==> config.mk <==
export PLATFORM = sky130hd
export DESIGN_NAME = uart_frame_ctrl
export DESIGN_NICKNAME = d
export VERILOG_FILES = /design/src/rtl/uart_accel_pkg.sv /design/src/rtl/uart_frame_ctrl_idle_timer.sv /design/src/rtl/uart_frame_ctrl.sv
export SDC_FILE = /design/constraint.sdc
export NUM_CORES = 1
export LEC_CHECK = 0
export BUFFER_PORTS_ARGS = -buffer_cell sky130_fd_sc_hd__buf_2
export CORE_ASPECT_RATIO = 1.25
export CORE_MARGIN = 10
export CORE_UTILIZATION = 36
export DETAILED_ROUTE_END_ITERATION = 7
export PLACE_DENSITY = 0.67
export SLEW_MARGIN = 0
export SYNTH_ARGS = -nofsm -noshare
export SYNTH_HDL_FRONTEND = slang
export SYNTH_HIERARCHICAL = 1
export SYNTH_SLANG_ARGS = --single-unit
==> constraint.sdc <==
create_clock -name clk -period 7.34 [get_ports clk]
set_input_delay 1.101 -clock clk [delete_from_list [all_inputs] [get_ports clk]]
set_output_delay 1.101 -clock clk [all_outputs]
set_load 0.01 [all_outputs]
==> src/rtl/uart_accel_pkg.sv <==
// Shared definitions for the UART accelerator framing path: byte width and
// the frame controller's state encoding.
package uart_accel_pkg;

    localparam int BYTE_W = 8;

    typedef enum logic [2:0] {
        ST_IDLE,
        ST_RX,
        ST_LAUNCH,
        ST_COMPUTE,
        ST_TX_SEND,
        ST_TX_WAIT,
        ST_DONE
    } state_t;

endpackage

==> src/rtl/uart_frame_ctrl_idle_timer.sv <==
// Inter-byte idle timer. Counts enabled cycles since the last clear and raises
// a one-cycle expired pulse on the cycle whose edge would bring the count to MAX.
// A clear in that same cycle suppresses expiry. MAX = 0 disables the timer.
module idle_timer #(
    parameter int unsigned MAX = 1000000
) (
    input  logic clk,
    input  logic reset,
    input  logic clear,
    input  logic enable,
    output logic expired
);

    generate
        if (MAX == 0) begin : g_off
            logic unused_inputs;
            assign unused_inputs = ^{clk, reset, clear, enable};
            assign expired       = 1'b0;
        end else begin : g_on
            localparam int CW = $clog2(MAX + 1);

            logic [CW-1:0] cnt_q;
            logic [CW-1:0] cnt_d;

            // Next count: restart on clear or when disabled, saturate at MAX
            always_comb begin
                cnt_d = cnt_q;
                if (clear || !enable) begin
                    cnt_d = '0;
                end else if (cnt_q != CW'(MAX)) begin
                    cnt_d = cnt_q + 1'b1;
                end
            end

            // Count register
            always_ff @(posedge clk or posedge reset) begin
                if (reset) begin
                    cnt_q <= '0;
                end else begin
                    cnt_q <= cnt_d;
                end
            end

            assign expired = enable && !clear && (cnt_q == CW'(MAX - 1));
        end
    endgenerate

endmodule

==> src/rtl/uart_frame_ctrl.sv <==
// Framing controller: gathers operand bytes from uart_rx, launches the
// accelerator, then returns the result to uart_tx one byte at a time (LSB first).
module uart_frame_ctrl
    import uart_accel_pkg::*;
#(
    parameter int NUM_OPERANDS   = 2,
    parameter int OPERAND_BYTES  = 1,
    parameter int RESULT_BYTES   = 1,
    parameter int TIMEOUT_CYCLES = 1000000
) (
    input  logic                                        clk,
    input  logic                                        reset,
    input  logic                                        rx_valid,
    input  logic [7:0]                                  rx_data,
    output logic                                        acc_start,
    output logic [NUM_OPERANDS*8*OPERAND_BYTES-1:0]     acc_operands,
    input  logic                                        acc_done,
    input  logic [RESULT_BYTES*8-1:0]                   acc_result,
    output logic                                        tx_start,
    output logic [7:0]                                  tx_data,
    input  logic                                        tx_done,
    output logic [RESULT_BYTES*8-1:0]                   result_q,
    output logic                                        busy,
    output logic [7:0]                                  frame_count,
    output logic                                        timeout_err,
    output logic                                        overrun_err
);

    localparam int N     = NUM_OPERANDS * OPERAND_BYTES;
    localparam int OPS_W = N * BYTE_W;
    localparam int RES_W = RESULT_BYTES * BYTE_W;
    localparam int BCW   = $clog2(N + 1);
    localparam int TCW   = $clog2(RESULT_BYTES + 1);

    state_t             state_q, state_d;
    logic [OPS_W-1:0]   ops_q, ops_d;
    logic [BCW-1:0]     bcnt_q, bcnt_d;
    logic [TCW-1:0]     idx_q, idx_d;
    logic [RES_W-1:0]   res_q, res_d;
    logic [7:0]         tx_data_q, tx_data_d;
    logic               tx_start_q, tx_start_d;
    logic [7:0]         fcnt_q, fcnt_d;
    logic               to_err_q, to_err_d;
    logic               ov_err_q, ov_err_d;
    logic               timer_expired;

    idle_timer #(
        .MAX (TIMEOUT_CYCLES)
    ) u_idle_timer (
        .clk     (clk),
        .reset   (reset),
        .clear   (rx_valid),
        .enable  (state_q == ST_RX),
        .expired (timer_expired)
    );

    // Next-state, datapath updates and sticky error flags
    always_comb begin
        state_d    = state_q;
        ops_d      = ops_q;
        bcnt_d     = bcnt_q;
        idx_d      = idx_q;
        res_d      = res_q;
        tx_data_d  = tx_data_q;
        tx_start_d = 1'b0;
        fcnt_d     = fcnt_q;
        to_err_d   = to_err_q;
        ov_err_d   = ov_err_q;

        case (state_q)
            ST_IDLE: begin
                if (rx_valid) begin
                    // Previous frame's operands stay visible until this first byte.
                    ops_d               = '0;
                    ops_d[BYTE_W-1:0]   = rx_data;
                    bcnt_d              = BCW'(1);
                    state_d             = (N == 1) ? ST_LAUNCH : ST_RX;
                end
            end
            ST_RX: begin
                if (rx_valid) begin
                    ops_d[BYTE_W*bcnt_q +: BYTE_W] = rx_data;
                    bcnt_d = bcnt_q + 1'b1;
                    if (bcnt_q == BCW'(N - 1)) begin
                        state_d = ST_LAUNCH;
                    end
                end else if (timer_expired) begin
                    ops_d    = '0;
                    bcnt_d   = '0;
                    to_err_d = 1'b1;
                    state_d  = ST_IDLE;
                end
            end
            ST_LAUNCH: begin
                // acc_done is deliberately not looked at while acc_start is high.
                state_d = ST_COMPUTE;
            end
            ST_COMPUTE: begin
                if (acc_done) begin
                    res_d   = acc_result;
                    idx_d   = '0;
                    state_d = ST_TX_SEND;
                end
            end
            ST_TX_SEND: begin
                tx_data_d  = res_q[BYTE_W*idx_q +: BYTE_W];
                tx_start_d = 1'b1;
                state_d    = ST_TX_WAIT;
            end
            ST_TX_WAIT: begin
                if (tx_done) begin
                    if (idx_q == TCW'(RESULT_BYTES - 1)) begin
                        state_d = ST_DONE;
                    end else begin
                        idx_d   = idx_q + 1'b1;
                        state_d = ST_TX_SEND;
                    end
                end
            end
            ST_DONE: begin
                fcnt_d  = fcnt_q + 8'd1;
                bcnt_d  = '0;
                idx_d   = '0;
                state_d = ST_IDLE;
            end
            default: begin
                state_d = ST_IDLE;
            end
        endcase

        // Bytes arriving after the operands are complete are dropped and flagged.
        if (rx_valid && (state_q != ST_IDLE) && (state_q != ST_RX)) begin
            ov_err_d = 1'b1;
        end
    end

    // State and datapath registers; reset discards any partial frame
    always_ff @(posedge clk or posedge reset) begin
        if (reset) begin
            state_q    <= ST_IDLE;
            ops_q      <= '0;
            bcnt_q     <= '0;
            idx_q      <= '0;
            res_q      <= '0;
            tx_data_q  <= '0;
            tx_start_q <= 1'b0;
            fcnt_q     <= '0;
            to_err_q   <= 1'b0;
            ov_err_q   <= 1'b0;
        end else begin
            state_q    <= state_d;
            ops_q      <= ops_d;
            bcnt_q     <= bcnt_d;
            idx_q      <= idx_d;
            res_q      <= res_d;
            tx_data_q  <= tx_data_d;
            tx_start_q <= tx_start_d;
            fcnt_q     <= fcnt_d;
            to_err_q   <= to_err_d;
            ov_err_q   <= ov_err_d;
        end
    end

    assign acc_start    = (state_q == ST_LAUNCH);
    assign acc_operands = ops_q;
    assign tx_start     = tx_start_q;
    assign tx_data      = tx_data_q;
    assign result_q     = res_q;
    assign busy         = (state_q != ST_IDLE);
    assign frame_count  = fcnt_q;
    assign timeout_err  = to_err_q;
    assign overrun_err  = ov_err_q;

endmodule

==> results.cfg <==
[setup_path]
crit_path_top_delay_cell = dfrtp_1
critPathKind = register to register
arrival_ns = 3.31
cp-start-kind = register
critPathRequiredTime_ns = 7.60
critPathCaptureType = register
crit_path_max_incr_delay_ns = 0.58
crit_chain = nor3b_1 -> nand2b_1 -> nor4_1 -> nand3b_1 -> a21oi_4 -> mux2i_1
crit_path_max_fanout = 21

[yosys]
ys_seq_area_share_pct = 53.33
avgSynthCellArea_um2 = 11.19
yosysTopAreaCellShare_pct = 53.33
synth_area_um2 = 3191
ys_types = 49
yosys_warnings = 6
synth_area_leader_cell = dfrtp_1
syn_nets = 311
synthCells = 285
synth_seq_cells = 68
synth.area.top_cells = dfrtp_1 (53%), xnor2_1 (3.8%), mux2_4 (3.8%), nand2_1 (3.2%), mux2_2 (2.8%)

[floorplan]
core_area_um2 = 8653
die_h_um = 125.3
die_x_um = 104.2
initial_core_util_pct = 36.87
rows = 38
ios = 66
die-area_um2 = 13050

[clock_network]
cts_buffers = 9
cts_tree = yes
cts_sinks = 68
cts_resized = 0
clock_latency_ns = 0.34
cts_htree_levels = 3
hold_buffers = 0
clockBufferDepth = 2
postCtsSetupRepairBufs = 0
clk_pin_slew_ns = 0.08
cts_root_buf = clkbuf_8

[detailed_routing]
drt-total-wl_um = 7145
wl_per_cell_um = 14.95
vias = 2321
drtPass1Iterations = 4
drc_errors = 0
vias_per_cell = 4.856
antenna_left = 0
drtIter0Drc = 73

[power_and_ir_drop]
p_leak_nw = 1.817
p_total_mw = 1.403
vdd_ir_drop_max_v = 0.0001635
cellPowerDensity_nw_per_um2 = 363.9

[placed_design]
place_ws_ns = 3.952
placed_area_um2 = 3607
place_hpwl_um = 5211
placedCellCount = 462
numPortBuffers = 65
globalplace.congestion = 0.7717

[grt]
grt_max_degree = 49
grt_pass1_vias = 2444
antenna_found_initial = 0
grt_pass1_wl_um = 12120
gr-total-overflow = 0
grtUsageTotal_pct = 11.27

[sta]
max_freq_mhz = 328.3
fin_tns_setup_ns = 0
setup_violations = 0
fin_hold_ws_ns = 0.4686
finalMaxSlewViolations = 0
slew_headroom_pct = 33.15
fin_crit_sh_pct = 41.49
grt_setup_unrepaired = false
hold_violations = 0
setup_ws_ns = 4.294
finClkSkew_ns = 0.01287
period_needed_ns = 3.046
tightest_slew_ns = 1.001

[cells_and_area]
area_delta_synth_final_pct = 20.86
nFillCells = 842
drive_gt1_share_pct = 29.61
design_area_um2 = 3856
stdcell_count = 478
post-route-util_pct = 44.56
diodes = 0
final_nets = 379

[status]
outcome = finished, final reports clean

[flow_run]
maxCapViolations = 0

[worst_hold_path]
min_path_type = register to register
[worst max-delay path, delay by kind of cell (launching register included)]
kind               cells  cell delay, ns
AOI/OAI and AO/OA      1            0.39
muxes                  1            0.24
DFF                    1            0.58
and+or+nand+nor        4            1.77
[power breakdown]
| part | internal (mW) | switching, mW |
|---|---|---|
| clock network | 0.237 | 0.149 |
| logic | 0.211 | 0.236 |
| registers | 0.482 | 0.0879 |
| total | 0.930 | 0.473 |
[cell usage after synthesis, drive strengths merged]
library cell,instances
dfrtp,68
nand2,27
inv,20
nor2,18
mux2,16
nand3,14
xnor2,14
o21ai,11
a22o,8
mux2i,8
nor3,8
or3,8
a21oi,6
buf,6
nand4,6
ha,5
nor4,5
xor2,5
and3,3
nand3b,3
nor4b,3
o211ai,3
a21o,2
clkbuf,2
nor2b,2
a211oi,1
a221o,1
and2b,1
and4,1
nand2b,1
nand4bb,1
nor3b,1
nor4bb,1
o2111ai,1
o21a,1
o21bai,1
o31ai,1
o41ai,1
or4,1
[per-layer routing]
metal	share of wire, %	vias up	global-route usage (%)
met3	4.6	9	3.854
met4	1.3	0	4.430
met1	45	1122	13.53
met5	0	-	0
met2	49	53	18.20
li1	-	1137	-
[cell type report]
class                   instances  area [um2]  share of cell area [%]
well taps                     120       150.1                   3.894
clock inverters                 5       107.6                   2.790
clock buffers                  11       141.4                   3.666
multi-input cells             189        1353                   35.07
repair buffers                 65       325.3                   8.436
flip-flops and latches         68        1702                   44.13
inverters                      20       77.57                   2.012
[final timing paths]
| path | start | to | slack [ns] | cells after the start |
|---|---|---|---|---|
| max | state_q[0] | acc_operands[2] | 4.29 | 6 |
| min | overrun_err | overrun_err | 0.47 | 1 |
| max reg2reg | state_q[0] | acc_operands[2] | 4.29 | 6 |
| max in group asynchronous | reset | acc_operands[13] | 5.71 | 2 |
| min reg2reg | overrun_err | overrun_err | 0.47 | 1 |
| min in group asynchronous | reset | u_idle_timer/g_on.cnt_q[18] | 0.90 | 2 |
[cell families (layout without fill, tap and decap cells)]
| kind of cell | after synthesis | after routing | synth area share [%] |
|---|---|---|---|
| AO/OA/AOI/OAI | 37 | 37 | 8.196 |
| flip-flops | 68 | 68 | 53.33 |
| multiplexers | 24 | 24 | 9.098 |
| buffers and inverters | 28 | 101 | 4.275 |
| XOR/XNOR | 19 | 19 | 5.216 |
| adder cells (fa/ha/maj) | 5 | 5 | 1.961 |
| AND/OR/NAND/NOR | 104 | 104 | 17.92 |
[sequential cells by signal, indices dropped and copies added (netlist names)]
name and cells:
u_idle_timer/g_on.cnt_q 20, acc_operands 16, frame_count 8, result_q 8
tx_data 8, state_q 3, bcnt_q 2, overrun_err 1
timeout_err 1, tx_start 1
[cell usage in the layout, fill, tap and decap left out, types with 2 or more instances in the layout]
cell type	instances
dfrtp_1	68
buf_2	65
nand2_1	27
inv_1	18
nor2_1	18
xnor2_1	14
nand3_1	14
o21ai_0	11
clkbuf_8	10
mux2i_1	8
mux2_2	8
mux2_4	8
a22o_1	8
nor3_1	7
xor2_1	5
nand4_1	5
a21oi_1	5
nor4_1	5
ha_1	5
or3_1	4
nand3b_1	3
or3_4	3
o211ai_1	3
bufinv_16	3
nor4b_1	3
and3_1	2
a21o_1	2
nor2b_1	2
No activity file was read; power rests on OpenSTA's default activity.
